## src/rtl/controlunit_pkg.sv

```systemverilog
// Shared definitions for the multi-cycle control unit: FSM states,
// decoded instruction classes, opcodes, fixed ALU codes and immediate selects.
package controlunit_pkg;

  // Controller FSM states.
  typedef enum logic [2:0] {
    ST_FETCH     = 3'd0,
    ST_DECODE    = 3'd1,
    ST_EXEC      = 3'd2,
    ST_MEM       = 3'd3,
    ST_WRITEBACK = 3'd4,
    ST_HALT      = 3'd5,
    ST_ERR       = 3'd6
  } state_e;

  // Instruction class produced by the decoder from the latched opcode.
  typedef enum logic [3:0] {
    CLS_ALU  = 4'd0,
    CLS_ALUI = 4'd1,
    CLS_LD   = 4'd2,
    CLS_ST   = 4'd3,
    CLS_BEQ  = 4'd4,
    CLS_BNE  = 4'd5,
    CLS_JMP  = 4'd6,
    CLS_HALT = 4'd7,
    CLS_ILL  = 4'd8
  } cls_e;

  // Opcodes. OP_HALT is -1 so that a size cast to any opcode width gives all ones.
  localparam int OP_ALU  = 0;
  localparam int OP_ALUI = 1;
  localparam int OP_LD   = 2;
  localparam int OP_ST   = 3;
  localparam int OP_BEQ  = 4;
  localparam int OP_BNE  = 5;
  localparam int OP_JMP  = 6;
  localparam int OP_HALT = -1;

  // ALU operations forced by the controller for address and compare work.
  localparam int ALU_OP_ADD = 9;
  localparam int ALU_OP_SUB = 6;

  // Immediate format selects.
  localparam int IMM_R = 0;
  localparam int IMM_I = 1;
  localparam int IMM_S = 2;
  localparam int IMM_B = 3;

endpackage

```

## src/rtl/controlunit_decode.sv

```systemverilog
// Combinational opcode decode: instruction class, immediate select and the
// ALU controls that the FSM presents during EXEC.
module controlunit_decode
  import controlunit_pkg::*;
#(
  parameter int OPC_W     = 4,
  parameter int ALU_OP_W  = 4,
  parameter int IMM_SEL_W = 2
) (
  input  logic [OPC_W-1:0]     i_op,
  input  logic [ALU_OP_W-1:0]  i_funct,
  input  logic                 i_m_bit,
  input  logic                 i_c_bit,
  output cls_e                 o_cls,
  output logic [IMM_SEL_W-1:0] o_imm_sel,
  output logic [ALU_OP_W-1:0]  o_alu_op,
  output logic                 o_alu_m,
  output logic                 o_c0
);

  // Map the opcode to a class plus its datapath controls; unknown opcodes are illegal.
  always_comb begin
    o_cls     = CLS_ILL;
    o_imm_sel = '0;
    o_alu_op  = '0;
    o_alu_m   = 1'b0;
    o_c0      = 1'b0;
    case (i_op)
      OPC_W'(OP_ALU): begin
        o_cls     = CLS_ALU;
        o_imm_sel = IMM_SEL_W'(IMM_R);
        o_alu_op  = i_funct;
        o_alu_m   = i_m_bit;
        o_c0      = i_c_bit;
      end
      OPC_W'(OP_ALUI): begin
        o_cls     = CLS_ALUI;
        o_imm_sel = IMM_SEL_W'(IMM_I);
        o_alu_op  = i_funct;
        o_alu_m   = i_m_bit;
        o_c0      = i_c_bit;
      end
      OPC_W'(OP_LD): begin
        o_cls     = CLS_LD;
        o_imm_sel = IMM_SEL_W'(IMM_I);
        o_alu_op  = ALU_OP_W'(ALU_OP_ADD);
      end
      OPC_W'(OP_ST): begin
        o_cls     = CLS_ST;
        o_imm_sel = IMM_SEL_W'(IMM_S);
        o_alu_op  = ALU_OP_W'(ALU_OP_ADD);
      end
      OPC_W'(OP_BEQ): begin
        o_cls     = CLS_BEQ;
        o_imm_sel = IMM_SEL_W'(IMM_B);
        o_alu_op  = ALU_OP_W'(ALU_OP_SUB);
        o_c0      = 1'b1;
      end
      OPC_W'(OP_BNE): begin
        o_cls     = CLS_BNE;
        o_imm_sel = IMM_SEL_W'(IMM_B);
        o_alu_op  = ALU_OP_W'(ALU_OP_SUB);
        o_c0      = 1'b1;
      end
      OPC_W'(OP_JMP): begin
        o_cls     = CLS_JMP;
        o_imm_sel = IMM_SEL_W'(IMM_B);
      end
      OPC_W'(OP_HALT): begin
        o_cls     = CLS_HALT;
      end
      default: begin
        o_cls     = CLS_ILL;
      end
    endcase
  end

endmodule

```

## src/rtl/controlunit_mc.sv

```systemverilog
// Multi-cycle processor control unit: FETCH/DECODE/EXEC/MEM/WRITEBACK sequencer
// with sticky HALT and ERR terminal states.
//
// Memory handshake: mem_req is held high for the whole access; the access
// completes in the cycle where mem_req=1 and mem_ready=1, and the controller
// leaves FETCH/MEM on that edge. mem_ready is ignored whenever mem_req=0.
// ir_load and the store's pc_en follow mem_ready in that completing cycle so
// the instruction register and PC update on the same edge the access finishes.
module controlunit_mc
  import controlunit_pkg::*;
#(
  parameter int OPC_W     = 4,
  parameter int ALU_OP_W  = 4,
  parameter int IMM_SEL_W = 2
) (
  input  logic                 clock,
  input  logic                 reset,
  input  logic [OPC_W-1:0]     op,
  input  logic [ALU_OP_W-1:0]  funct,
  input  logic                 m_bit,
  input  logic                 c_bit,
  input  logic                 zero,
  input  logic                 mem_ready,
  output logic                 mem_req,
  output logic                 ir_load,
  output logic                 pc_en,
  output logic                 C0,
  output logic                 alu_m,
  output logic [ALU_OP_W-1:0]  ALU_op,
  output logic                 RW,
  output logic                 MRW,
  output logic                 WB,
  output logic                 PCsrc,
  output logic [IMM_SEL_W-1:0] imm_sel,
  output logic                 halted,
  output logic                 illegal
);

  state_e                r_state;
  state_e                w_next_state;
  logic [OPC_W-1:0]      r_op;
  logic [ALU_OP_W-1:0]   r_funct;
  logic                  r_m_bit;
  logic                  r_c_bit;

  cls_e                  w_cls;
  logic [IMM_SEL_W-1:0]  w_imm_sel;
  logic [ALU_OP_W-1:0]   w_alu_op;
  logic                  w_alu_m;
  logic                  w_c0;

  controlunit_decode #(
    .OPC_W     (OPC_W),
    .ALU_OP_W  (ALU_OP_W),
    .IMM_SEL_W (IMM_SEL_W)
  ) u_decode (
    .i_op      (r_op),
    .i_funct   (r_funct),
    .i_m_bit   (r_m_bit),
    .i_c_bit   (r_c_bit),
    .o_cls     (w_cls),
    .o_imm_sel (w_imm_sel),
    .o_alu_op  (w_alu_op),
    .o_alu_m   (w_alu_m),
    .o_c0      (w_c0)
  );

  // State register and instruction-field latch; reset wins over mem_ready.
  always_ff @(posedge clock) begin
    if (reset) begin
      r_state <= ST_FETCH;
      r_op    <= '0;
      r_funct <= '0;
      r_m_bit <= 1'b0;
      r_c_bit <= 1'b0;
    end else begin
      r_state <= w_next_state;
      if (r_state == ST_FETCH && mem_ready) begin
        r_op    <= op;
        r_funct <= funct;
        r_m_bit <= m_bit;
        r_c_bit <= c_bit;
      end
    end
  end

  // Next-state sequencing by instruction class.
  always_comb begin
    w_next_state = r_state;
    case (r_state)
      ST_FETCH: begin
        if (mem_ready) w_next_state = ST_DECODE;
      end
      ST_DECODE: begin
        if (w_cls == CLS_HALT)     w_next_state = ST_HALT;
        else if (w_cls == CLS_ILL) w_next_state = ST_ERR;
        else                       w_next_state = ST_EXEC;
      end
      ST_EXEC: begin
        case (w_cls)
          CLS_ALU, CLS_ALUI: w_next_state = ST_WRITEBACK;
          CLS_LD, CLS_ST:    w_next_state = ST_MEM;
          default:           w_next_state = ST_FETCH;
        endcase
      end
      ST_MEM: begin
        if (mem_ready) w_next_state = (w_cls == CLS_LD) ? ST_WRITEBACK : ST_FETCH;
      end
      ST_WRITEBACK: w_next_state = ST_FETCH;
      ST_HALT:      w_next_state = ST_HALT;
      ST_ERR:       w_next_state = ST_ERR;
      default:      w_next_state = ST_ERR;
    endcase
  end

  // Output decode from state and latched fields; everything is held at 0 while reset is high.
  always_comb begin
    mem_req = 1'b0;
    ir_load = 1'b0;
    pc_en   = 1'b0;
    C0      = 1'b0;
    alu_m   = 1'b0;
    ALU_op  = '0;
    RW      = 1'b0;
    MRW     = 1'b0;
    WB      = 1'b0;
    PCsrc   = 1'b0;
    imm_sel = '0;
    halted  = 1'b0;
    illegal = 1'b0;
    if (!reset) begin
      case (r_state)
        ST_FETCH: begin
          mem_req = 1'b1;
          ir_load = mem_ready;
        end
        ST_DECODE: begin
          imm_sel = w_imm_sel;
        end
        ST_EXEC: begin
          imm_sel = w_imm_sel;
          ALU_op  = w_alu_op;
          alu_m   = w_alu_m;
          C0      = w_c0;
          if (w_cls == CLS_BEQ || w_cls == CLS_BNE || w_cls == CLS_JMP) begin
            pc_en = 1'b1;
            PCsrc = (w_cls == CLS_JMP) ||
                    (w_cls == CLS_BEQ && zero) ||
                    (w_cls == CLS_BNE && !zero);
          end
        end
        ST_MEM: begin
          imm_sel = w_imm_sel;
          mem_req = 1'b1;
          MRW     = (w_cls == CLS_ST);
          pc_en   = (w_cls == CLS_ST) && mem_ready;
        end
        ST_WRITEBACK: begin
          imm_sel = w_imm_sel;
          RW      = 1'b1;
          WB      = (w_cls == CLS_LD);
          pc_en   = 1'b1;
        end
        ST_HALT:  halted  = 1'b1;
        ST_ERR:   illegal = 1'b1;
        default: ;
      endcase
    end
  end

endmodule

```

## config.mk

```make
export PLATFORM = sky130hd
export DESIGN_NAME = controlunit_mc
export DESIGN_NICKNAME = d
export VERILOG_FILES = /design/src/rtl/controlunit_pkg.sv /design/src/rtl/controlunit_decode.sv /design/src/rtl/controlunit_mc.sv
export SDC_FILE = /design/constraint.sdc
export NUM_CORES = 1
export LEC_CHECK = 0
export CAP_MARGIN = 5
export CORE_UTILIZATION = 55
export CTS_BUF_LIST = sky130_fd_sc_hd__clkbuf_8
export DETAILED_ROUTE_END_ITERATION = 12
export DONT_BUFFER_PORTS = 1
export GPL_TIMING_DRIVEN = 0
export PLACE_DENSITY = 0.7
export SLEW_MARGIN = 20
export SYNTH_ARGS = -nofsm -noshare
export SYNTH_HDL_FRONTEND = slang
export SYNTH_SLANG_ARGS = --single-unit
```

## constraint.sdc

```tcl
create_clock -name clock -period 1.4 [get_ports clock]
set_input_delay 0.21 -clock clock [delete_from_list [all_inputs] [get_ports clock]]
set_output_delay 0.21 -clock clock [all_outputs]
set_load 0.01 [all_outputs]
```

After elaboration in Yosys (flattened, before gate mapping)
Index checks and enable logic that the tools add are counted.

Logic and storage cells: 90. Register bits after elaboration: 13. Input port bits: 14. Output and inout port bits: 17.

Muxes and demuxes: 40. Reduce and logical (&&, ||, !) cells: 22. Eq/ne operators: 23.

Operators with widths (number): $pmux 4 s8 (1); $eq 4x3->1 const B (7); $mux 1 (24); $pmux 3 s6 (1); $eq 4x2->1 const B (4); $mux 3 (5); $reduce_or 2->1 (7); $pmux 4 s3 (1); $eq 3x3->1 const B (3); $eq 4x1->1 const B (2); $eq 4x4->1 const B (2); $logic_not 4->1 (2); $mux 4 (2); $eq 3x2->1 const B (2); $pmux 2 s3 (1); $pmux 3 s2 (1); $logic_and 1x1->1 (4); $logic_or 1x1->1 (4); $mux 2 (2); $ne 2x2->1 const B (2); $reduce_or 4->1 (1); $eq 3x1->1 const B (1); $logic_not 3->1 (1); $pmux 1 s3 (1); 4 further kinds (4).

Logic depth before layout (Yosys ltp)
Gate-level depths: netlist (run 1).

Depth in word-level cells: 9. Depth in mapped cells: 5. Depth with buffers taken out: 3.

Modules after synthesis
From an unflattened synthesis (run 1), not the netlist that was laid out.

Cell total of the unflattened synthesis: 140. Area, all modules: 1039.7 um2.

Modules (own cells, without submodules): controlunit_mc (seq. area each 260.2 um2, area an instance 839.6 um2, cells an instance 110, times used 1); controlunit_decode (seq. area each 0.0 um2, area an instance 200.2 um2, cells an instance 30, times used 1).

Least setup slack after synthesis (run 1)
Ideal clock, no wire load.

Path type: flip-flop to output port. Start point: register r_state[0]. End point: output WB. Cell stages (with the launch flop): 5. Slack: -0.044 ns. Path buffers: 2. Arrival: 1.234 ns. Path through: dfxtp_1 buf_2 buf_2 nor3_1 and3_1.

Word-level cells in the longest chain between the ends: 3.

RTL lines: start, declared (line controlunit_mc.sv:39) `state_e r_state;`; start signal, assigned (line controlunit_mc.sv:77) `r_state <= w_next_state;`; $eq 3x3->1 (line controlunit_mc.sv:132) `case (r_state)`; $mux 1 (line controlunit_mc.sv:132); $mux 1 (line controlunit_mc.sv:131) `if (!reset) begin`; end, declared (line controlunit_mc.sv:32) `output logic WB,`.

Every way passes these cells.

Final worst setup path (run 1)
Start point: register r_state[1]. End point: output C0.

Word-level cells in the longest chain between the ends: 3.

RTL lines: $eq 3x2->1 (line controlunit_mc.sv:132); $mux 1 (line controlunit_mc.sv:132); $mux 1 (line controlunit_mc.sv:131); end, declared (line controlunit_mc.sv:27) `output logic C0,`.

Every way passes these cells.

==> impl_metrics.ini, run 1 <==
[sta]
slew_headroom = 0.563
rsz0062_at_grt = true
whs_ns = 0.101
post-route-min-period_ns = 1.69
finalMaxSlewViolations = 0
hold_violations = 0
setup_ws_ns = -0.293
timing.fmax_mhz = 591
fin_skew_ns = 0.00112
setup_viol_count_final = 27
tightest_slew_ns = 0.655
fin_crit_sh = 1.21

[routing]
ant_nets = 0
wl_mm = 3.38
post-route-drc-count = 0
firstDrtPassIters = 4
routedWlPerCell_um = 21.1
via_count = 1100
drtIter0Drc = 68
viasPerCell = 6.88

[cts]
hold_buffers = 0
clk-insertion-delay-late_ns = 0.24
cts.sinks = 13
htree_levels = 1
root_buffer = clkbuf_8
clockBufferDepth = 2
cts_tree = yes
cts_made_buffers = 3
cts.clk_slew.worst_paths_ns = 0.06

[global_route]
grt_max_degree = 11
overflow = 0
antenna_found_initial = 0
grt_pass1_vias = 973
grt_usage = 0.319
grt_pass1_wl_mm = 4.41

[logic_synthesis]
syn_area_per_cell_sq_um = 7.42
synth_edf_count = 0
async_flop_share = 0
netlist_area_sq_um = 912
synth_ff_type = dfxtp_1
ys_seq_area_frac = 0.285
synth_nets = 137
synthCells = 123
synth_cell_types = 39
ys_ff_latch = 13
synth_warnings = 0

[worst_hold_path]
hp-start = op[3]
hold_path.class = input port to flip-flop
hold_depth = 2
holdPathEnd = r_op[3]$_SDFFE_PP0P_

[setup_path]
worstReg2RegStart = r_state[1]$_SDFFE_PP0P_
critPathMaxStageDelay_ns = 0.37
cp_max_fo = 3
required_ns = 1.19
crit_path_cell_trace = buf_4, or2b_1, nor3_4, o21a_1
worst_r2r_endpoint = r_state[2]$_SDFFE_PP0P_
cp_num_buf_inv = 1
worstPathArrival_ns = 1.48
r2r_cells = 5
slowest_stage = dfxtp_4
cp-start-kind = flip-flop
critical_path.top_delay_family = simple AND/OR/NAND/NOR gates
end_kind = output port
path_class = flip-flop to output port
r2r_slack_ns = -0.04

[cells_and_area]
nFillCells = 68
antenna_cells = 0
area_growth_syn_to_layout_pct = 51.4
layout_common_cells = buf_4 (15), nand2_1 (11), buf_6 (8), a21oi_2 (8), dfxtp_1 (7)
final_nets = 159
layout_commonest_cell = buf_4
final_area_sq_um = 1380
drive_above_1_share = 0.542

[pwr]
swShare = 0.363
p_switching_mw = 0.490
ir_worst_vdd_uv = 1070
seqPwrFrac = 0.340
pwr-share-comb = 0.408
internal_power_mw = 0.859
p_leak_nw = 0.522
clock_power_share = 0.252
p_per_area_nw_per_um2 = 976

[placed_design]
portBuffers = 0
gp_congestion = 0.893
place_area_sq_um = 945
place_ws_ns = -0.176
dpl.hpwl_mm = 1.64

[floorplanning]
core_area_sq_um = 1520
die_area_sq_um = 1830
rows = 14
ioPinCount = 31
die_w_um = 42.7
die_h_um = 42.7
start_util = 0.599

[outcome]
status = finished with violations
violations = setup timing

[flow_run]
maxCapViolCount = 0
## state kept, by name (all words and copies together), names as in the netlist
signal   count
r_funct      4
r_m_bit      1
r_state      3
r_op         4
r_c_bit      1
## kinds of logic (layout without fill, tap and decap cells)
kind of cell	after synthesis	in the layout	synth area share
AOI/OAI and AO/OA	26	26	0.184
DFF	13	13	0.285
xor gates and xnor gates	1	1	0.00960
buffers and inverters	13	34	0.0837
and+or+nand+nor	70	70	0.438
## worst max path at each step
stage / from / to / slack [ns] / depth (start not counted)
global placement: r_state[1]$_SDFFE_PP0P_ / alu_m / -0.16 / 4
CTS: r_state[2]$_SDFFE_PP0P_ / ALU_op[1] / -0.24 / 3
detailed placement: r_state[2]$_SDFFE_PP0P_ / pc_en / -0.18 / 3
global route: r_state[1]$_SDFFE_PP0P_ / alu_m / -0.34 / 4
finish: r_state[1]$_SDFFE_PP0P_ / C0 / -0.29 / 4
floorplan: r_state[1]$_SDFFE_PP0P_ / pc_en / 0.01 / 4
## per-stage QoR
stage	util	total power, mW	instances	TNS [ns]
detailed placement	0.620	0.748	139	-0.997
global placement	0.620	0.739	139	-0.916
finish	0.906	1.35	160	-3.28
global route	0.906	1.39	160	-4.43
CTS	0.780	1.20	153	-2.38
floorplan	-	0.689	123	0
## synth_stat cells (2+ instances only)
master | count | share of area
a21oi_1 | 11 | 0.060
a31oi_1 | 3 | 0.021
and3_1 | 2 | 0.014
buf_2 | 3 | 0.016
buf_6 | 3 | 0.037
clkbuf_1 | 3 | 0.012
dfxtp_1 | 13 | 0.29
inv_1 | 2 | 0.0082
nand2_1 | 22 | 0.091
nand2b_1 | 4 | 0.027
nand3_1 | 4 | 0.022
nand4b_1 | 2 | 0.019
nor2_1 | 11 | 0.045
nor2b_1 | 3 | 0.021
nor3_1 | 4 | 0.022
nor3b_1 | 2 | 0.016
nor4_1 | 2 | 0.014
o21a_1 | 3 | 0.025
o21ai_0 | 3 | 0.016
or3_1 | 4 | 0.027
## power by group through the flow
| stage | clock network [mW] | logic (mW) | registers [mW] |
|---|---|---|---|
| 6_report | 0.340 | 0.550 | 0.458 |
| 5_1_grt | 0.354 | 0.577 | 0.461 |
| 4_1_cts | 0.334 | 0.425 | 0.438 |
| 3_5_place_dp | 0 | 0.307 | 0.442 |
| 3_3_place_gp | 0 | 0.299 | 0.440 |
| 2_1_floorplan | 0 | 0.256 | 0.433 |
## cell type report
type,count,area [sq um],area share
repair buffers,20,176,0.128
inverters,2,7.51,0.00543
well taps,16,20.0,0.0145
clock inverters,1,3.75,0.00272
plain buffers,8,72.6,0.0525
flip-flops and latches,13,275,0.199
multi-input cells,97,785,0.568
clock buffers,3,41.3,0.0299
## repair_timing
action | 4_1_cts | 5_1_grt
pin swaps | 12 | 19
cloned | 1 | 0
endpoints found under the setup margin | 22 | 28
gates resized for setup | 40 | 44
setup buffers | 11 | 11
## metal layers
metal  GRT usage  share of wire  wire [um]
met5           0              0          0
met4       0.119          0.041        138
met3      0.0553           0.10        337
met2       0.548           0.50       1680
met1       0.394           0.36       1220
Power figures use the tool's default switching activity.
==> inputs of run 2 (changes only) <==
--- a/config.mk
+++ b/config.mk
@@ -15,4 +15,5 @@
 export SLEW_MARGIN = 20
 export SYNTH_ARGS = -nofsm -noshare
 export SYNTH_HDL_FRONTEND = slang
+export SYNTH_HIERARCHICAL = 1
 export SYNTH_SLANG_ARGS = --single-unit
==> run 2 against run 1 <==
Against the previous run: the run now fails in global routing (5_1_grt); area after synthesis is 14% higher; synthesized cell count is 14% higher.
==> impl_metrics.ini, run 2 <==
[outcome]
status = did not finish
stop_stage = global routing (5_1_grt)
first-error = [ERROR GRT-0232] Routing congestion too high. Check the congestion heatmap in the GUI.

[logic_synthesis]
synthCells = 140
synth_nets = 154
ys_ff_latch = 13
synth.most_common_cell = nand2_1
yosysTopAreaCell = dfxtp_1
syn_area_per_cell_sq_um = 7.43
ys_top_cells_by_count = nand2_1 (23), a21oi_1 (15), dfxtp_1 (13)
synth_ff_type = dfxtp_1
ys_seq_area_frac = 0.250
synth_cell_types = 35
ys_top_cells_by_area = dfxtp_1 (25%), nand2_1 (8.3%), a21oi_1 (7.2%), and2_1 (4.8%), nor3_1 (4.8%)
async_flop_share = 0
synth_edf_count = 0
synth_warnings = 6
yosysTopAreaCellShare = 0.250
netlist_area_sq_um = 1040

[floorplanning]
die_h_um = 45.5
start_util = 0.596
die_w_um = 45.5
rows = 15
ioPinCount = 31

[cts]
cts.sinks = 13
root_buffer = clkbuf_8
clockBufferDepth = 2
cts_made_buffers = 3
htree_levels = 1

[global_route]
grt_max_degree = 11
overflow = 16
grt_usage = 0.745

[sta]
worst-ep-kind = primary output
crit_endpoint = pc_en

[placed_design]
portBuffers = 0
dpl.hpwl_mm = 1.69
gp_congestion = 0.800
[run 2: metrics by stage]
stage	instance area [sq um]	TNS [ns]	instances	hold slack, ns	setup slack [ns]
2_1_floorplan	1070	-0.732	140	0.338	-0.211
3_3_place_gp	1100	-2.34	165	0.342	-0.360
3_5_place_dp	1100	-2.72	165	0.347	-0.386
4_1_cts	1520	-4.48	186	0.0865	-0.486
[run 2: cell families after synthesis]
family	after synthesis	share of synthesized area
buffers and inverters	15	0.0830
flip-flops	13	0.250
AND/OR/NAND/NOR	77	0.443
AO/OA/AOI/OAI	30	0.181
XOR/XNOR	4	0.0337
multiplexers	1	0.00963
[run 2: routing by layer]
layer,GRT overflow,global-route usage
met4,11,0.855
met5,0,0.143
met1,0,0.771
met2,5,0.891
met3,0,0.512
[run 2: what timing repair did]
action | CTS
buffers inserted | 17
setup endpoints to repair | 28
pin swaps | 20
resized for setup | 58
hold buffers | 0
==> inputs of run 3 (changes only) <==
--- a/config.mk
+++ b/config.mk
@@ -6,12 +6,12 @@
 export NUM_CORES = 1
 export LEC_CHECK = 0
 export CAP_MARGIN = 5
-export CORE_UTILIZATION = 55
-export CTS_BUF_LIST = sky130_fd_sc_hd__clkbuf_8
+export CORE_AREA = 2 2 63 65
 export DETAILED_ROUTE_END_ITERATION = 12
+export DIE_AREA = 0 0 65 67
 export DONT_BUFFER_PORTS = 1
 export GPL_TIMING_DRIVEN = 0
-export PLACE_DENSITY = 0.7
+export PLACE_DENSITY_LB_ADDON = 0.15
 export SLEW_MARGIN = 20
 export SYNTH_ARGS = -nofsm -noshare
 export SYNTH_HDL_FRONTEND = slang
==> run 3 against run 2 <==
Against the previous run: the flow now finishes, with violations (setup timing); area after synthesis stayed put; synthesized cell count did not move.
==> impl_metrics.ini, run 3 <==
[floorplanning]
ioPinCount = 31
start_util = 0.288
die_w_um = 65
rows = 22
core_area_sq_um = 3610
die_area_sq_um = 4360
die_h_um = 67

[cts]
cts_made_buffers = 3
htree_levels = 1
cts.sinks = 13
clk-insertion-delay-late_ns = 0.24
root_buffer = clkbuf_8
cts_tree = yes
clockBufferDepth = 2
cts.clk_slew.worst_paths_ns = 0.05

[logic_synthesis]
ys_top_cells_by_count = nand2_1 (23), a21oi_1 (15), dfxtp_1 (13)
ys_seq_area_frac = 0.250
ys_ff_latch = 13
synth_warnings = 6
yosysTopAreaCell = dfxtp_1
syn_area_per_cell_sq_um = 7.43
netlist_area_sq_um = 1040
ys_top_cells_by_area = dfxtp_1 (25%), nand2_1 (8.3%), a21oi_1 (7.2%), and2_1 (4.8%), nor3_1 (4.8%)
synth_ff_type = dfxtp_1
yosysTopAreaCellShare = 0.250
synthCells = 140
synth.most_common_cell = nand2_1
synth_edf_count = 0
async_flop_share = 0
synth_nets = 154
synth_cell_types = 35

[outcome]
status = finished with violations
violations = setup timing

[routing]
drtIter0Drc = 58
wl_met3_um = 144
wl_mm = 3.15
via_count = 1087
viasPerCell = 5.06
top_layer_used = met4
wl_met2_mm = 1.53
post-route-drc-count = 0
ant_nets = 0
met1_length_mm = 1.44
firstDrtPassIters = 4
routedWlPerCell_um = 14.6

[sta]
finalMaxSlewViolations = 0
tns_ns = -4.17
hold_violations = 0
setup_ws_ns = -0.436
timing.fmax_mhz = 545
fin_crit_sh = 1.31
setup_viol_count_final = 17
tightest_slew_ns = 0.532
whs_ns = 0.0935
post-route-min-period_ns = 1.84
slew_headroom = 0.646
fin_skew_ns = 0.00132
rsz0062_at_grt = true

[placed_design]
dp_cells = 188
gp_congestion = 0.783
place_ws_ns = -0.423
dpl.hpwl_mm = 1.87
portBuffers = 0

[global_route]
grt_pass1_wl_mm = 4.94
grt_max_degree = 11
grt_usage = 0.145
grt_pass1_vias = 1082
overflow = 0
antenna_found_initial = 0

[setup_path]
required_ns = 1.19
crit_path_cell_trace = buf_6, and3_1, o21a_2, nand2_1, and3_4, a31oi_2, o21ai_4
path_class = flip-flop to output port
r2r_slack_ns = -0.40
worstPathArrival_ns = 1.63
cp-start-kind = flip-flop
cp_max_fo = 4
critPathMaxStageDelay_ns = 0.36
slowest_stage = dfxtp_4
end_kind = output port

[cells_and_area]
final_nets = 182
fin_util = 0.458
antenna_cells = 0
layout_commonest_cell = nand2_1
area_growth_syn_to_layout_pct = 59.0
layout_common_cells = nand2_1 (23), buf_4 (18), a21oi_1 (12)
nFillCells = 359
final_cells = 215
largest_registers = r_funct x4, r_op x4, r_state x3
drive_above_1_share = 0.533

[pwr]
p_leak_nw = 0.610
ir_worst_vdd_uv = 352
p_per_area_nw_per_um2 = 685

[flow_run]
maxCapViolCount = 0

[worst_hold_path]
hold_path.class = input port to flip-flop
==> run 3: cell counts after synthesis <==
Identical to the previous run, type by type.
==> run 3: path summary, 6_finish.rpt <==
kind	start	to	cells after the start
max	r_op[2]$_SDFFE_PP0P_	pc_en	7
max reg2reg	r_op[3]$_SDFFE_PP0P_	r_state[0]$_SDFFE_PP0P_	7
min reg2reg	r_funct[1]$_SDFFE_PP0P_	r_funct[1]$_SDFFE_PP0P_	2
min	op[2]	r_op[2]$_SDFFE_PP0P_	2
==> run 3: cell type report <==
class / instances / area [sq um] / area share
tap: 48 / 60.1 / 0.0363
multi-input combinational: 112 / 933 / 0.565
timing repair buffer: 24 / 200 / 0.121
sequential: 13 / 275 / 0.167
inverter: 2 / 7.51 / 0.00454
buffer: 12 / 131 / 0.0795
clock buffer: 4 / 45.0 / 0.0273
==> run 3: kinds of logic (layout without fill, tap and decap cells) <==
logic type	count (synthesis)	after routing	synth area share
compound gates	30	30	0.181
xor+xnor	4	4	0.0337
buf+inv	15	42	0.0830
flops	13	13	0.250
mux	1	1	0.00963
simple gates	77	77	0.443
==> run 3: power breakdown <==
part           switching (mW)  leakage, nW  internal (mW)
Clock                   0.129       0.0228          0.201
Combinational           0.191        0.477          0.196
Sequential             0.0219        0.110          0.394
==> run 3: worst max-delay path, delay by kind of cell, from the launching register on <==
kind / cells / cell delay (ns)
AO/OA/AOI/OAI: 3 / 0.47
flip-flops: 1 / 0.36
buffers and inverters: 1 / 0.12
AND/OR/NAND/NOR: 3 / 0.44
==> run 3: stage by stage <==
stage               instance area (sq um)  power (mW)
floorplan                            1070       0.614
global placement                     1130       0.655
detailed placement                   1130       0.657
CTS                                  1500        1.09
global route                         1650        1.20
finish                               1650        1.13
==> run 3: per-layer routing <==
layer	GRT usage	vias to the layer above
li1	-	543
met1	0.175	515
met2	0.255	25
met3	0.0321	4
met4	0.0479	0
met5	0	-
==> run 3: timing repair <==
action | in CTS | in global routing
endpoints found under the setup margin | 30 | 20
cloned | 0 | 1
resized for setup | 52 | 24
hold buffers | 0 | 0
setup buffers | 16 | 7
pin swaps | 11 | 11
==> inputs of run 4 (changes only) <==
--- a/config.mk
+++ b/config.mk
@@ -12,8 +12,6 @@
 export DONT_BUFFER_PORTS = 1
 export GPL_TIMING_DRIVEN = 0
 export PLACE_DENSITY_LB_ADDON = 0.15
-export SLEW_MARGIN = 20
 export SYNTH_ARGS = -nofsm -noshare
 export SYNTH_HDL_FRONTEND = slang
-export SYNTH_HIERARCHICAL = 1
 export SYNTH_SLANG_ARGS = --single-unit
==> run 4 against run 3 <==
Against the previous run: the flow still finishes with violations (setup timing); wire length down 7.8%; fmax is 13% higher; worst setup slack better by 0.22 ns; sequential share of layout area is 2.3 points higher; cell area decreased by 12%; largest cell class unchanged; highest routed layer unchanged.
==> impl_metrics.ini, run 4 (same netlist as run 1, synthesis figures left out) <==
[pwr]
ir_worst_vdd_uv = 347
p_leak_nw = 0.498
p_per_area_nw_per_um2 = 905
finalPower_mw = 1.32

[global_route]
grt_usage = 0.144
overflow = 0
grt_max_degree = 11
grt_pass1_wl_mm = 4.80
antenna_found_initial = 0
grt_pass1_vias = 996

[routing]
firstDrtPassIters = 4
routedWlPerCell_um = 15.3
ant_nets = 0
drtIter0Drc = 58
wl_mm = 2.90
post-route-drc-count = 0
via_count = 986
viasPerCell = 5.19

[cts]
cts.clk_slew.worst_paths_ns = 0.06
hold_buffers = 0
cts_made_buffers = 3
htree_levels = 1
root_buffer = clkbuf_8
cts.sinks = 13
clockBufferDepth = 2
clk-insertion-delay-late_ns = 0.24
cts_tree = yes

[floorplanning]
die_area_sq_um = 4360
start_util = 0.253
rows = 22
ioPinCount = 31
core_area_sq_um = 3610
die_h_um = 67
die_w_um = 65

[cells_and_area]
final_nets = 157
drive_above_1_share = 0.577
layout_commonest_cell = buf_6
fin_util = 0.404
layout_common_cells = buf_6 (13), nand2_1 (12), buf_4 (10)
area_growth_syn_to_layout_pct = 59.5
multiInputGateArea_sq_um = 821
antenna_cells = 0
largest_registers = r_funct x4, r_op x4, r_state x3
final_cells = 190
regArea_sq_um = 277
nFillCells = 364

[sta]
tns_ns = -2.48
whs_ns = 0.0789
tightest_slew_ns = 0.604
fin_skew_ns = 0.00266
timing.fmax_mhz = 618
slew_headroom = 0.598
hold_violations = 0
post-route-min-period_ns = 1.62
setup_viol_count_final = 24
setup_ws_ns = -0.218
rsz0062_at_grt = true
fin_crit_sh = 1.16
finalMaxSlewViolations = 0

[setup_path]
r2r_cells = 7
cp_max_fo = 7
path_class = flip-flop to output port
worstPathArrival_ns = 1.41
cp-start-kind = flip-flop
required_ns = 1.19
end_kind = output port

[worst_hold_path]
hold_path.class = input port to flip-flop
hold_depth = 2

[outcome]
status = finished with violations
violations = setup timing

[flow_run]
maxCapViolCount = 0

[placed_design]
dp_cells = 171
dpl.hpwl_mm = 1.86
portBuffers = 0
gp_congestion = 0.755
[run 4: cell count changes in the layout (fill, tap and decap cells not counted), sizes merged, moves of 3 or more]
cell | before | now
a21oi | 15 | 11
and3 | 6 | 2
and2 | 8 | 0
nor4b | 5 | 2
nor3 | 10 | 5
or3 | 0 | 4
buf | 34 | 23
nand2b | 0 | 4
[run 4: final cells by class]
class                      instances  share of cell area
multi-input combinational         97               0.564
sequential                        13               0.190
timing repair buffer              18               0.116
buffer                             8              0.0516
tap                               48              0.0413
clock buffer                       3              0.0284
inverter                           2             0.00516
clock inverter                     1             0.00344
[run 4: repair_timing]
item,in CTS,in global routing
resized for setup,48,42
endpoints found under the setup margin,17,26
pin swaps,16,24
buffers inserted,15,3
endpoints found under the hold margin,0,0
cloned,0,1
[run 4: per-layer routing]
layer | part of all wire | vias up | GRT usage
met5 | 0 | - | 0
met4 | 0.025 | 0 | 0.0745
met1 | 0.45 | 474 | 0.175
met2 | 0.47 | 32 | 0.238
met3 | 0.057 | 7 | 0.0287
li1 | - | 473 | -
[run 4: final timing paths]
| path | from | endpoint | slack (ns) |
|---|---|---|---|
| min | op[2] | r_op[2]$_SDFFE_PP0P_ | 0.08 |
| max reg2reg | r_state[0]$_SDFFE_PP0P_ | r_c_bit$_SDFFE_PP0P_ | -0.05 |
| min reg2reg | r_funct[2]$_SDFFE_PP0P_ | r_funct[2]$_SDFFE_PP0P_ | 0.47 |
| max | r_state[2]$_SDFFE_PP0P_ | ALU_op[0] | -0.22 |
[run 4: per-stage QoR]
stage,setup slack (ns),cell area [sq um]
2_1_floorplan,0.0125,925
3_5_place_dp,-0.208,985
4_1_cts,-0.293,1300
3_3_place_gp,-0.213,985
6_report,-0.218,1460
5_1_grt,-0.279,1460
[run 4: power by group]
| part | internal (mW) | switching (mW) | total [mW] |
|---|---|---|---|
| combinational | 0.255 | 0.277 | 0.531 |
| clock | 0.197 | 0.140 | 0.336 |
| sequential | 0.407 | 0.0417 | 0.449 |
| total | 0.858 | 0.458 | 1.32 |
[run 4: critical path: stages, from the launching register on]
cell      delay [ns]
dfxtp_2         0.36
and2b_4         0.29
nand4b_1        0.19
buf_4           0.22
nor2_4          0.10
